--- src/rtl/memory_access_pkg.sv ---
// Shared types for the memory access stage: access sizes, FSM states,
// byte-mask and alignment helpers.
package memory_access_pkg;

  typedef enum logic [1:0] {
    MSIZE_B = 2'd0,
    MSIZE_H = 2'd1,
    MSIZE_W = 2'd2,
    MSIZE_D = 2'd3
  } msize_t;

  localparam logic [1:0] S_IDLE      = 2'd0;
  localparam logic [1:0] S_REQ       = 2'd1;
  localparam logic [1:0] S_RESP_HOLD = 2'd2;

  function automatic logic [7:0] size_mask(msize_t s);
    logic [7:0] m;
    unique case (s)
      MSIZE_B: m = 8'h01;
      MSIZE_H: m = 8'h03;
      MSIZE_W: m = 8'h0F;
      MSIZE_D: m = 8'hFF;
      default: m = 8'h00;
    endcase
    return m;
  endfunction

  function automatic logic is_aligned(msize_t s, logic [2:0] a);
    logic ok;
    unique case (s)
      MSIZE_B: ok = 1'b1;
      MSIZE_H: ok = (a[0] == 1'b0);
      MSIZE_W: ok = (a[1:0] == 2'b00);
      MSIZE_D: ok = (a == 3'b000);
      default: ok = 1'b0;
    endcase
    return ok;
  endfunction

endpackage

--- src/rtl/memory_access_load_extend.sv ---
// Selects the addressed lanes of a raw aligned bus word and
// sign- or zero-extends them to the full datapath width.
module load_extend
  import memory_access_pkg::*;
#(
  parameter int XLEN = 64
) (
  input  logic [XLEN-1:0] raw,
  input  logic [2:0]      offset,
  input  msize_t          size,
  input  logic            sig,
  output logic [XLEN-1:0] result
);

  logic [XLEN-1:0] shifted;

  assign shifted = raw >> {offset, 3'b000};

  always_comb begin
    result = '0;
    unique case (size)
      MSIZE_B: result = {{(XLEN-8){sig & shifted[7]}}, shifted[7:0]};
      MSIZE_H: result = {{(XLEN-16){sig & shifted[15]}}, shifted[15:0]};
      MSIZE_W: result = {{(XLEN-32){sig & shifted[31]}}, shifted[31:0]};
      MSIZE_D: result = shifted;
      default: result = '0;
    endcase
  end

endmodule

--- src/rtl/memory_access.sv ---
// Memory access pipeline stage: issues loads/stores on the dbus,
// extends load data and hands a one-cycle pulse to writeback.
module memory_access
  import memory_access_pkg::*;
#(
  parameter int XLEN    = 64,
  parameter int TIMEOUT = 0
) (
  input  logic            clk,
  input  logic            rst,
  input  logic            execute_valid,
  input  logic [31:0]     reg_execute_ins,
  input  logic [63:0]     reg_execute_pc,
  input  logic [4:0]      reg_execute_rd,
  input  logic            reg_execute_mem_r,
  input  logic            reg_execute_mem_w,
  input  logic            reg_execute_reg_w,
  input  msize_t          reg_execute_msize,
  input  logic            reg_execute_sig,
  input  logic [XLEN-1:0] reg_execute_data_out,
  input  logic [XLEN-1:0] reg_execute_rd2,
  input  logic [63:0]     reg_execute_csr_data_out,
  input  logic            stall,
  output logic            dreq_valid,
  output logic [63:0]     dreq_addr,
  output msize_t          dreq_size,
  output logic [7:0]      dreq_strobe,
  output logic [XLEN-1:0] dreq_data,
  input  logic            dresp_data_ok,
  input  logic [XLEN-1:0] dresp_data,
  output logic            memory_valid,
  output logic [31:0]     reg_memory_ins,
  output logic [63:0]     reg_memory_pc,
  output logic [4:0]      reg_memory_rd,
  output logic            reg_memory_reg_w,
  output logic [63:0]     reg_memory_csr_data_out,
  output logic [XLEN-1:0] reg_memory_data_out,
  output logic            memory_stall,
  output logic            mem_error
);

  logic [1:0]      state;
  logic            mem_r;
  logic            mem_w;
  msize_t          msize;
  logic            sig;
  logic [XLEN-1:0] addr;
  logic [XLEN-1:0] rd2;
  logic [31:0]     wait_cnt;
  logic            timeout_hit;
  logic [XLEN-1:0] load_result;
  logic            ev_mem;
  logic            ev_aligned;

  assign ev_mem     = reg_execute_mem_r | reg_execute_mem_w;
  assign ev_aligned = is_aligned(reg_execute_msize,
                                 reg_execute_data_out[2:0]);

  assign timeout_hit = (TIMEOUT > 0) &&
                       (wait_cnt >= 32'(TIMEOUT - 1));

  load_extend #(.XLEN(XLEN)) u_load_extend (
    .raw    (dresp_data),
    .offset (addr[2:0]),
    .size   (msize),
    .sig    (sig),
    .result (load_result)
  );

  assign dreq_valid  = (state == S_REQ);
  assign dreq_addr   = dreq_valid ? 64'(addr) : '0;
  assign dreq_size   = dreq_valid ? msize : MSIZE_B;
  assign dreq_strobe = (dreq_valid && mem_w) ?
                       (size_mask(msize) << addr[2:0]) : '0;
  assign dreq_data   = (dreq_valid && mem_w) ?
                       (rd2 << {addr[2:0], 3'b000}) : '0;

  assign memory_stall = (state == S_REQ) ||
                        ((state == S_RESP_HOLD) && stall);

  always_ff @(posedge clk) begin
    if (!rst) begin
      state                   <= S_IDLE;
      mem_r                   <= 1'b0;
      mem_w                   <= 1'b0;
      msize                   <= MSIZE_B;
      sig                     <= 1'b0;
      addr                    <= '0;
      rd2                     <= '0;
      wait_cnt                <= '0;
      memory_valid            <= 1'b0;
      reg_memory_ins          <= '0;
      reg_memory_pc           <= '0;
      reg_memory_rd           <= '0;
      reg_memory_reg_w        <= 1'b0;
      reg_memory_csr_data_out <= '0;
      reg_memory_data_out     <= '0;
      mem_error               <= 1'b0;
    end else begin
      memory_valid <= 1'b0;
      unique case (1'b1)
        state == S_IDLE: begin
          if (execute_valid) begin
            mem_r                   <= reg_execute_mem_r;
            mem_w                   <= reg_execute_mem_w;
            msize                   <= reg_execute_msize;
            sig                     <= reg_execute_sig;
            addr                    <= reg_execute_data_out;
            rd2                     <= reg_execute_rd2;
            wait_cnt                <= '0;
            reg_memory_ins          <= reg_execute_ins;
            reg_memory_pc           <= reg_execute_pc;
            reg_memory_rd           <= reg_execute_rd;
            reg_memory_reg_w        <= reg_execute_reg_w;
            reg_memory_csr_data_out <= reg_execute_csr_data_out;
            reg_memory_data_out     <= reg_execute_data_out;
            mem_error               <= 1'b0;
            if (ev_mem && ev_aligned) begin
              state <= S_REQ;
            end else begin
              state <= S_RESP_HOLD;
              if (ev_mem) begin
                mem_error        <= 1'b1;
                reg_memory_reg_w <= 1'b0;
              end
            end
          end
        end
        state == S_REQ: begin
          if (dresp_data_ok) begin
            if (mem_r) reg_memory_data_out <= load_result;
            state <= S_RESP_HOLD;
          end else if (timeout_hit) begin
            mem_error        <= 1'b1;
            reg_memory_reg_w <= 1'b0;
            state            <= S_RESP_HOLD;
          end else begin
            wait_cnt <= wait_cnt + 32'd1;
          end
        end
        state == S_RESP_HOLD: begin
          if (!stall) begin
            memory_valid <= 1'b1;
            state        <= S_IDLE;
          end
        end
        default: state <= S_IDLE;
      endcase
    end
  end

  // A new execute bundle may only arrive while the stage is idle.
  a_ev_only_idle: assert property (
    @(posedge clk) disable iff (!rst)
    !(execute_valid && (state != S_IDLE))
  );

endmodule

--- config.mk ---
export PLATFORM = sky130hd
export DESIGN_NAME = memory_access
export DESIGN_NICKNAME = d
export VERILOG_FILES = /design/src/rtl/memory_access_pkg.sv /design/src/rtl/memory_access_load_extend.sv /design/src/rtl/memory_access.sv
export SDC_FILE = /design/constraint.sdc
export NUM_CORES = 1
export LEC_CHECK = 0
export CORE_AREA = 3 3 285 287
export DETAILED_ROUTE_END_ITERATION = 6
export DIE_AREA = 0 0 288 290
export GPL_ROUTABILITY_DRIVEN = 0
export GPL_TIMING_DRIVEN = 0
export PLACE_DENSITY_LB_ADDON = 0.05
export REMOVE_ABC_BUFFERS = 1
export SLEW_MARGIN = 15
export SYNTH_ARGS = -nofsm -noshare
export SYNTH_HDL_FRONTEND = slang
export SYNTH_SLANG_ARGS = --single-unit
--- constraint.sdc ---
create_clock -name clk -period 2.05 [get_ports clk]
set_input_delay 0.41 -clock clk [delete_from_list [all_inputs] [get_ports clk]]
set_output_delay 0.41 -clock clk [all_outputs]
set_load 0.01 [all_outputs]
==> impl_metrics.csv <==
group,metric,value,unit
synth,syn-mean-instance-area,7.89,sq um
clocking,clkTransAtPathRegs,0.06,ns
grt,grt_use_total,23.6,%
power,p_total,22.7,mW
die,core_area,0.0789,sq mm
synth,synth-seq-cells,367,
die,start_util,22.6,%
critical_path,reg2regPathDepth,15,
clocking,cts.sinks,367,
timing,fmax,0.369,GHz
die,die_y,290,microns
routing,drt-pass1-iter-count,7,
routing,final_antenna_net_count,0,
flow_run,max_cap_violations,0,
timing,setup_ws,-0.657,ns
final_layout,final_cells,4261,
synth,syn_inst,2262,
die,die-area,0.0835,sq mm
synth,yosys-top-cells-area,"dfxtp_1 (41%), nand2_1 (15%), a21boi_0 (13%), mux2i_1 (5.0%), and2_1 (3.1%)",
clocking,clock_path_buffers,3,
critical_path,path_max_fanout,6,
grt,grt_max_degree,125,
routing,wl_per_cell,25.0,microns
die,pin_count,740,
timing,finalCritPeriodShare,132,%
place,dp_hpwl,66500,microns
die,rows,103,
timing,worst_pin_slew,0.740,ns
critical_path,cp.arrival,2.30,ns
clocking,clkLatencyLatePin,0.61,ns
power,powerDensity,672,mW/mm^2
timing,relSlewSlack,50.5,%
synth,synth_area,0.0178,sq mm
synth,yosys.area.top_type,"dfxtp_1",
power,p_seq_share,35.3,%
clocking,h-tree-depth,2,
grt,busiest_layer,"met2",
synth,synth_edf_count,0,
place,placedCellCount,3893,
final_layout,final_area,0.0338,sq mm
routing,routed_wl,107000,microns
clocking,cts_hold_buffers,0,
clocking,cts_inserted_buffers,49,
run_status,status,"complete, but fails checks",
timing,rsz0062_at_grt,"yes",
grt,use_met3,7.12,%
place,portBuffers,739,
timing,setup_viol,196,
clocking,tritoncts,"done",
power,clockPowerShare,39.3,%
power,power_frac_comb,25.4,%
grt,grt_use_met2,41.6,%
final_layout,area_growth,89.3,%
grt,antenna_found_initial,22,
routing,viasPerCell,4.73,
power,ir_drop,0.000567,V
routing,drc,0,
final_layout,fin_util,42.8,%
power,intPower,16.0,mW
final_layout,final_common_cell,"nand2_1",
synth,yosysTopAreaCellShare,41.2,%
power,switching_power,6.74,mW
min_path,hp-class,"in -> reg",
power,swShare,29.7,%
routing,drtIter0Drc,1104,
final_layout,final_cell_mix,"nand2_1 (678), clkdlybuf4s50_1 (589), dfxtp_1 (360)",
synth,synth_warnings,0,
timing,skew,0.0389,ns
synth,synth.distinct_cells,50,
synth,async_reset_ff_share,0,%
min_path,worstHoldPathCells,2,
run_status,violations,"negative setup slack",
synth,synth_ff_type,"dfxtp_1",
grt,grt_pass1_vias,19800,
critical_path,critPathRequiredTime,1.64,ns
critical_path,start_kind,"register",
timing,layout_min_cycle_time,2.71,ns
clocking,cts_root_buffer,"clkbuf_16",
grt,globalRoute.totalOverflow,0,
grt,grt_pass1_wl,146000,microns
timing,finalSetupTns,-82.41,ns
routing,vias,20100,
final_layout,drive_above_1_share,26.6,%
synth,ys_seq_area_share,41.2,%
power,power.leakage,12.7,nW
timing,hold_violations,0,
place,place_area,0.0266,sq mm
critical_path,crit_type,"reg -> out",
die,chipWidth,288,microns
grt,grt_use_met1,28.2,%
timing,maxSlewViolCount,0,
critical_path,critPathCaptureType,"primary output",
final_layout,fin_nets,3526,
-- cell families (layout without fill, tap and decap cells) --
kind of cell	count (synthesis)	count (layout)	synth area share [%]
simple gates	974	983	22.8
compound gates	584	584	22.8
flops	367	367	41.2
buf+inv	202	1129	4.71
mux	135	135	8.53
other cells	0	13	0
-- per-layer routing --
layer | part of all wire (%) | vias up
li1 | - | 9512
met1 | 40 | 9825
met2 | 50 | 658
met3 | 7.7 | 123
met4 | 1.9 | 16
met5 | 0.11 | -
-- timing repair --
| item | CTS | global route |
|---|---|---|
| resized for setup | 866 | 491 |
| cloned | 34 | 13 |
| endpoints found under the setup margin | 462 | 380 |
| buffers inserted | 132 | 106 |
| pin swaps | 79 | 112 |
-- cell usage after synthesis, types with 2 or more instances --
library cell / count
nand2_1: 690
dfxtp_1: 367
a21boi_0: 299
clkbuf_1: 134
nor2_1: 118
mux2i_1: 89
and2_1: 88
o21ai_0: 74
a21oi_1: 54
buf_2: 45
o21ai_1: 37
mux2_2: 36
o22ai_1: 31
nor4_1: 24
a211oi_1: 19
nor3_1: 14
buf_1: 11
a2111oi_0: 10
mux4_2: 10
o211ai_2: 10
nand2b_1: 9
a22o_1: 8
o221ai_1: 8
a2bb2oi_1: 7
a31oi_1: 7
nand3_1: 7
o32ai_1: 7
inv_1: 6
or3_1: 6
buf_4: 5
or2_2: 5
o211ai_1: 4
nand3b_1: 3
nor2b_1: 3
o22ai_2: 2
-- power by group through the flow --
| stage | registers [mW] | clock network, mW | logic [mW] |
|---|---|---|---|
| 2_1_floorplan | 8.34 | 0 | 1.76 |
| 3_3_place_gp | 8.17 | 0 | 4.22 |
| 3_5_place_dp | 8.18 | 0 | 4.38 |
| 4_1_cts | 8.00 | 9.19 | 5.33 |
| 5_1_grt | 8.09 | 9.46 | 6.14 |
| 6_report | 8.02 | 8.92 | 5.77 |
-- final timing paths --
path / startpoint / endpoint / slack [ns]
max: state[1] / dreq_data[2] / -0.66
max reg2reg: addr[1] / reg_memory_data_out[19] / -0.48
min: rst / reg_memory_csr_data_out[29] / 0.23
min reg2reg: reg_memory_data_out[12] / reg_memory_data_out[12] / 0.44
-- critical path, stage by stage, from the launching register on --
cell	delay, ns
dfxtp_4	0.34
nand2b_4	0.19
inv_16	0.08
nand2_8	0.07
or2_4	0.30
nor2_4	0.23
buf_6	0.14
buf_6	0.08
and2_4	0.13
buf_6	0.12
-- per-stage QoR --
stage / hold WS [ns] / setup slack (ns)
5_1_grt: 0.282 / -0.730
3_5_place_dp: 0.442 / -2.74
2_1_floorplan: 0.439 / -7.95
4_1_cts: 0.252 / -0.694
3_3_place_gp: 0.438 / -17.99
6_report: 0.234 / -0.657
-- final cells by class --
type	instances	area, sq um
diodes	13	32.5
clock buffers	76	1480
clock inverters	15	179
fillers	7741	45100
inverters	6	50.0
multi-input cells	1702	11800
flip-flops and latches	367	7370
well taps	1050	1310
repair buffers	1024	11400
repair inverters	8	159
-- registers in the layout (all words and copies together), names as in the netlist --
register                 flops
reg_memory_reg_w             1
addr                        64
memory_valid                 1
msize                        2
mem_error                    1
reg_memory_pc               64
state                        2
reg_memory_csr_data_out     64
reg_memory_rd                5
mem_r                        1
rd2                         64
mem_w                        1
reg_memory_data_out         64
reg_memory_ins              32
sig                          1
Note: power is estimated with default switching activity, not from simulation.
